--- config.mk ---
export PLATFORM = sky130hd
export DESIGN_NAME = cpu_pc_stack_flat
export DESIGN_NICKNAME = d
export VERILOG_FILES = /design/src/rtl/cpu_pc_stack_pkg.sv /design/src/rtl/cpu_pc_stack_if.sv /design/src/rtl/cpu_addr_file.sv /design/src/rtl/cpu_pc_stack.sv /design/src/flat_wrapper.sv
export SDC_FILE = /design/constraint.sdc
export NUM_CORES = 1
export LEC_CHECK = 0
export ABC_AREA = 0
export CORE_ASPECT_RATIO = 2
export CORE_MARGIN = 5
export CORE_UTILIZATION = 55
export DETAILED_ROUTE_END_ITERATION = 12
export PLACE_DENSITY = 0.8
export SETUP_SLACK_MARGIN = 0.4
export SYNTH_ARGS = -nofsm -noshare
export SYNTH_HDL_FRONTEND = slang
export SYNTH_SLANG_ARGS = --single-unit
export TNS_END_PERCENT = 5
--- constraint.sdc ---
create_clock -name clock -period 2.86 [get_ports clock]
set_clock_uncertainty 0.1 [all_clocks]
set_input_delay 0.572 -clock clock [delete_from_list [all_inputs] [get_ports clock]]
set_output_delay 0.572 -clock clock [all_outputs]
set_load 0.005 [all_outputs]
--- src/rtl/cpu_pc_stack_pkg.sv ---
// rtl/cpu_pc_stack_pkg.sv - shared subcycle encoding and widths for the PC/stack block
package cpu_pc_stack_pkg;

    localparam int PC_W  = 12;
    localparam int PTR_W = 2;
    localparam logic [PTR_W-1:0] DEPTH_MAX = 2'd3;

    typedef enum logic [2:0] {
        SUBCYCLE_A1 = 3'd0,
        SUBCYCLE_A2 = 3'd1,
        SUBCYCLE_A3 = 3'd2,
        SUBCYCLE_M1 = 3'd3,
        SUBCYCLE_M2 = 3'd4,
        SUBCYCLE_X1 = 3'd5,
        SUBCYCLE_X2 = 3'd6,
        SUBCYCLE_X3 = 3'd7
    } subcycle_e;

    // Address nibble placed on the bus in a given subcycle; zero outside A1..A3.
    function automatic logic [3:0] addr_nibble(input logic [PC_W-1:0] pc, input subcycle_e cyc);
        logic [3:0] nib;
        nib = 4'h0;
        case (cyc)
            SUBCYCLE_A1: nib = pc[3:0];
            SUBCYCLE_A2: nib = pc[7:4];
            SUBCYCLE_A3: nib = pc[11:8];
            default:     nib = 4'h0;
        endcase
        return nib;
    endfunction

endpackage

--- src/rtl/cpu_pc_stack_if.sv ---
// rtl/cpu_pc_stack_if.sv - subcycle/flow-control inputs and fetch-address outputs of the PC stack
interface cpu_pc_stack_if;
    logic [2:0]  cycle;
    logic        jump_en;
    logic        call_en;
    logic        ret_en;
    logic [11:0] jump_addr;
    logic [3:0]  addr_out;
    logic        addr_oe;
    logic [11:0] pc;
    logic [1:0]  stack_depth;
    logic        stack_overflow;
    logic        stack_underflow;

    modport master (
        output cycle, jump_en, call_en, ret_en, jump_addr,
        input  addr_out, addr_oe, pc, stack_depth, stack_overflow, stack_underflow
    );

    modport slave (
        input  cycle, jump_en, call_en, ret_en, jump_addr,
        output addr_out, addr_oe, pc, stack_depth, stack_overflow, stack_underflow
    );
endinterface

--- src/rtl/cpu_addr_file.sv ---
// rtl/cpu_addr_file.sv - 4x12 address register file, one write port and one read port
module cpu_addr_file #(
    parameter logic [11:0] RESET_PC = 12'h000
) (
    input  logic        clock,
    input  logic        reset_n,
    input  logic        we_i,
    input  logic [1:0]  waddr_i,
    input  logic [11:0] wdata_i,
    input  logic [1:0]  raddr_i,
    output logic [11:0] rdata_o
);

    logic [11:0] regs_q [4];

    always_ff @(posedge clock or negedge reset_n) begin
        if (!reset_n) begin
            regs_q[0] <= RESET_PC;
            regs_q[1] <= 12'h000;
            regs_q[2] <= 12'h000;
            regs_q[3] <= 12'h000;
        end else if (we_i) begin
            regs_q[waddr_i] <= wdata_i;
        end
    end

    assign rdata_o = regs_q[raddr_i];

endmodule

--- src/rtl/cpu_pc_stack.sv ---
// rtl/cpu_pc_stack.sv - program counter with 3-level return stack, nibble-serial fetch address
module cpu_pc_stack
    import cpu_pc_stack_pkg::*;
#(
    parameter logic [11:0] RESET_PC = 12'h000
) (
    input  logic          clock,
    input  logic          reset_n,
    cpu_pc_stack_if.slave bus
);

    logic [PTR_W-1:0] ptr_q, ptr_d;
    logic [PTR_W-1:0] depth_q, depth_d;
    logic             ovf_q, ovf_d;
    logic             unf_q, unf_d;
    logic             started_q, started_d;

    logic             wr_en;
    logic [PTR_W-1:0] wr_addr;
    logic [PC_W-1:0]  wr_data;
    logic [PC_W-1:0]  pc_cur;
    subcycle_e        cyc;

    assign cyc = subcycle_e'(bus.cycle);

    cpu_addr_file #(.RESET_PC(RESET_PC)) u_addr_file (
        .clock   (clock),
        .reset_n (reset_n),
        .we_i    (wr_en),
        .waddr_i (wr_addr),
        .wdata_i (wr_data),
        .raddr_i (ptr_q),
        .rdata_o (pc_cur)
    );

    // After reset nothing advances until cpu_control reports an A1, so a
    // reset released mid-instruction never sees a stray increment or pop.
    always_comb begin
        ptr_d     = ptr_q;
        depth_d   = depth_q;
        ovf_d     = ovf_q;
        unf_d     = unf_q;
        started_d = started_q | (cyc == SUBCYCLE_A1);
        wr_en     = 1'b0;
        wr_addr   = ptr_q;
        wr_data   = pc_cur;
        if (started_q) begin
            if (cyc == SUBCYCLE_A3) begin
                wr_en   = 1'b1;
                wr_data = pc_cur + 12'd1;
            end else if (cyc == SUBCYCLE_X3) begin
                if (bus.call_en) begin
                    // Caller's incremented PC stays in its slot as the return address.
                    wr_en   = 1'b1;
                    wr_addr = ptr_q + 2'd1;
                    wr_data = bus.jump_addr;
                    ptr_d   = ptr_q + 2'd1;
                    if (depth_q == DEPTH_MAX) ovf_d = 1'b1;
                    else                      depth_d = depth_q + 2'd1;
                end else if (bus.jump_en) begin
                    wr_en   = 1'b1;
                    wr_data = bus.jump_addr;
                end else if (bus.ret_en) begin
                    ptr_d = ptr_q - 2'd1;
                    if (depth_q == 2'd0) unf_d = 1'b1;
                    else                 depth_d = depth_q - 2'd1;
                end
            end
        end
    end

    always_ff @(posedge clock or negedge reset_n) begin
        if (!reset_n) begin
            ptr_q     <= '0;
            depth_q   <= '0;
            ovf_q     <= 1'b0;
            unf_q     <= 1'b0;
            started_q <= 1'b0;
        end else begin
            ptr_q     <= ptr_d;
            depth_q   <= depth_d;
            ovf_q     <= ovf_d;
            unf_q     <= unf_d;
            started_q <= started_d;
        end
    end

    assign bus.addr_out        = addr_nibble(pc_cur, cyc);
    assign bus.addr_oe         = (cyc == SUBCYCLE_A1) || (cyc == SUBCYCLE_A2) || (cyc == SUBCYCLE_A3);
    assign bus.pc              = pc_cur;
    assign bus.stack_depth     = depth_q;
    assign bus.stack_overflow  = ovf_q;
    assign bus.stack_underflow = unf_q;

endmodule

--- src/flat_wrapper.sv ---
// flat-port wrapper written by rule: the top's interface ports become plain ports
module cpu_pc_stack_flat import cpu_pc_stack_pkg::*;
#(
    parameter logic [11:0] RESET_PC = 12'h000
)
  (clock, reset_n, bus_cycle, bus_jump_en, bus_call_en, bus_ret_en, bus_jump_addr, bus_addr_out, bus_addr_oe, bus_pc, bus_stack_depth, bus_stack_overflow, bus_stack_underflow);
  cpu_pc_stack_if bus_i ();
  input  logic clock;
  input  logic reset_n;
  input wire logic [$bits(bus_i.cycle)-1:0] bus_cycle;
  input wire logic [$bits(bus_i.jump_en)-1:0] bus_jump_en;
  input wire logic [$bits(bus_i.call_en)-1:0] bus_call_en;
  input wire logic [$bits(bus_i.ret_en)-1:0] bus_ret_en;
  input wire logic [$bits(bus_i.jump_addr)-1:0] bus_jump_addr;
  output wire logic [$bits(bus_i.addr_out)-1:0] bus_addr_out;
  output wire logic [$bits(bus_i.addr_oe)-1:0] bus_addr_oe;
  output wire logic [$bits(bus_i.pc)-1:0] bus_pc;
  output wire logic [$bits(bus_i.stack_depth)-1:0] bus_stack_depth;
  output wire logic [$bits(bus_i.stack_overflow)-1:0] bus_stack_overflow;
  output wire logic [$bits(bus_i.stack_underflow)-1:0] bus_stack_underflow;
  assign bus_i.cycle = bus_cycle;
  assign bus_i.jump_en = bus_jump_en;
  assign bus_i.call_en = bus_call_en;
  assign bus_i.ret_en = bus_ret_en;
  assign bus_i.jump_addr = bus_jump_addr;
  assign bus_addr_out = bus_i.addr_out;
  assign bus_addr_oe = bus_i.addr_oe;
  assign bus_pc = bus_i.pc;
  assign bus_stack_depth = bus_i.stack_depth;
  assign bus_stack_overflow = bus_i.stack_overflow;
  assign bus_stack_underflow = bus_i.stack_underflow;
  cpu_pc_stack #(.RESET_PC(RESET_PC)) u_core (.clock(clock), .reset_n(reset_n), .bus(bus_i));
endmodule
==> results.toml <==
[drt]
wl_um = 9300
first_pass_iters = 5
avgRoutedWirePerCell_um = 20.3
vias_per_cell = 6.36
drt_iter0_markers = 199
vias = 2917
drc = 0
drtAntennaViolNets = 0

[floorplan]
die_h_um = 115
ioPinCount = 41
coreArea_um2 = 5370
rows = 38
die_w_um = 62.3
start_util_pct = 56.0
dieArea_um2 = 7140

[global_route]
overflow = 0
grt_use_total_pct = 27.1
grt_max_degree = 36
grt_pass1_vias = 2941
grt_pass1_wl_um = 15200
antenna_found_initial = 0

[power_and_ir_drop]
irDropWorstVdd_v = 0.000727
combinationalPowerShare_pct = 58.0
power_density_nw_per_um2 = 1020
p_seq_share_pct = 31.0
p_total_mw = 4.13
clkPwrFrac_pct = 11.0
power.share.switching_pct = 38.4
internal_power_mw = 2.54
power_switching_mw = 1.58
power_leakage_nw = 1.80

[timing]
min_period_ps = 2760
relSlewSlack_pct = 69.6
hold_ws_ps = 375
report.final.slew_viol_count = 0
fin_tns_setup_ps = 0
worst_pin_slew_ps = 454
finalHoldViolCount = 0
fmaxAchievable_ghz = 0.362
rsz0062_at_grt = "yes"
setup_viol = 0
finalCritPeriodShare_pct = 96.5

[synthesis]
async_reset_ff_share_pct = 100
synth_edf_count = 0
netlist_area_um2 = 3010
ys.flop_type = "dfrtp_1"
yosys_register_bits = 55
synth_top_area_share_pct = 45.7
synth_commonest_cells = "55 x dfrtp_1, 54 x nand2_1, 29 x o21ai_0"
synth_cell_type_count = 52
ys_warn_count = 0
yosysSeqAreaShare_pct = 45.7
avgSynthCellArea_um2 = 9.77
yosysTopAreaCell = "dfrtp_1"
synth_most_common_cell = "dfrtp_1"
synth_area_leaders = "dfrtp_1 46%, mux4_2 8.2%, nand2_1 6.7%, o21ai_0 4.8%, o21ai_1 3.0%"
synthesis.instances = 308
synth_nets = 329

[critical_path]
reg2reg_slack_ps = 210
cp-end-kind = "primary output"
required_ps = 2190
endpoint = "bus_addr_out[1]"
cp_max_fo = 4
crit_start = "u_core.ptr_q[0]$_DFFE_PN0P_"
cp.arrival_ps = 2090
reg2reg_depth = 9
worstSetupPathType = "reg -> out"
r2r-end = "u_core.u_addr_file.regs_q[11]$_DFFE_PN0P_"
r2r-start = "u_core.ptr_q[0]$_DFFE_PN0P_"
critPathLaunchType = "flop"

[clocking]
cts.clk_slew.worst_paths_ps = 100
cts_max_level = 2
cts_buffers = 5
cts_tree = "yes"
cts.sinks = 55
cts_root_buffer = "clkbuf_8"
clockBufferDepth = 2
clock_latency_ps = 330

[worst_hold_path]
min_path_cells = 1
holdCritPathClass = "reg -> reg"

[status]
status = "finished, final reports clean"

[placed_design]
gp_congestion = 0.913
dp_hpwl_um = 6280
portBuffers = 40

[job]
drv_cap = 0

[finish]
nets = 420
drive_gt1_share_pct = 26.6
num_antenna_cells = 0
syn_to_final_growth_pct = 34.1
## critical path, stage by stage (launching register included)
cell and delay (ps):
dfrtp_2 460, buf_6 130, buf_4 100, mux4_2 550
mux2i_1 180, nor2_1 60, a21oi_1 120, nor2_1 50
buf_2 120
## cells by family (layout without fill, tap and decap cells)
| logic type | after synthesis | after routing | synth area share, % |
|---|---|---|---|
| and+or+nand+nor | 112 | 112 | 18.0 |
| AOI/OAI and AO/OA | 95 | 95 | 20.4 |
| DFF | 55 | 55 | 45.7 |
| xor gates and xnor gates | 3 | 3 | 0.873 |
| adders and majority gates | 1 | 1 | 0.416 |
| muxes | 17 | 17 | 10.8 |
| buffers and inverters | 25 | 116 | 3.83 |
## sequential cells by signal, summed over array words and instances, names as in the netlist
signal and flops:
u_core.bus.stack_underflow 1, u_core.bus.stack_depth 2, u_core.ptr_q 2, u_core.started_q 1, u_core.bus.stack_overflow 1, u_core.u_addr_file.regs_q 48
## per-layer routing
layer  up-vias  track usage (%)  part of all wire, %
li1       1320                -                    -
met1      1414             30.5                   36
met2       147             45.9                   52
met3        36             7.17                  7.6
met4         0             15.4                  4.4
met5         -                0                    0
## final cells by class
class	instances	area (um^2)
multi-input combinational	228	1570
sequential	55	1380
fill	372	1340
timing repair buffer	104	908
clock buffer	6	82.6
tap	60	75.1
inverter	5	18.8
clock inverter	1	8.76
## worst min-delay path by stage
stage | end | start | slack [ps]
floorplan | u_core.bus.stack_depth[0]$_DFFE_PN0P_ | reset_n | 180
global placement | u_core.u_addr_file.regs_q[28]$_DFFE_PN0P_ | reset_n | 270
detailed placement | u_core.u_addr_file.regs_q[28]$_DFFE_PN0P_ | reset_n | 270
CTS | u_core.bus.stack_underflow$_DFFE_PN0P_ | u_core.bus.stack_underflow$_DFFE_PN0P_ | 380
global route | u_core.u_addr_file.regs_q[8]$_DFFE_PN0P_ | u_core.u_addr_file.regs_q[8]$_DFFE_PN0P_ | 400
finish | u_core.bus.stack_underflow$_DFFE_PN0P_ | u_core.bus.stack_underflow$_DFFE_PN0P_ | 370
## stage by stage
stage,instances,util [%],setup slack (ps),instance area [um^2]
floorplan,308,-,518,3010
global placement,422,68.0,55.3,3650
detailed placement,422,68.0,48.9,3650
CTS,453,73.3,128,3940
global route,459,75.1,4.16,4040
finish,459,75.1,99.2,4040
## timing repair
action	CTS	global route
setup buffers	23	6
resized for setup	40	9
hold endpoints to repair	2	0
pin swaps	3	6
hold buffers	1	0
endpoints found under the setup margin	39	65
## cells in the final DEF, fill, tap and decap left out, drive strengths merged, types with 3 or more instances in the layout
cell type	synthesis	routed
and4	5	5
mux4	12	12
nor2	22	22
nor3b	3	3
mux2i	5	5
clkbuf	13	6
dlygate4sd2	0	6
buf	7	68
inv	5	6
o22ai	5	5
nand2	54	54
o21ai	47	47
o211ai	5	5
a21oi	10	10
and2	4	4
nand3	3	3
dfrtp	55	55
o31ai	10	10
clkdlybuf4s50	0	27
nor3	4	4
nand4	8	8
## power groups by stage
| stage | clock network (mW) | logic [mW] | registers, mW |
|---|---|---|---|
| finish | 0.455 | 2.39 | 1.28 |
| global route | 0.491 | 2.59 | 1.30 |
| CTS | 0.461 | 2.26 | 1.27 |
| detailed placement | 0 | 1.92 | 1.28 |
| global placement | 0 | 1.87 | 1.24 |
| floorplan | 0 | 1.07 | 1.20 |
Power figures use the tool's default switching activity.
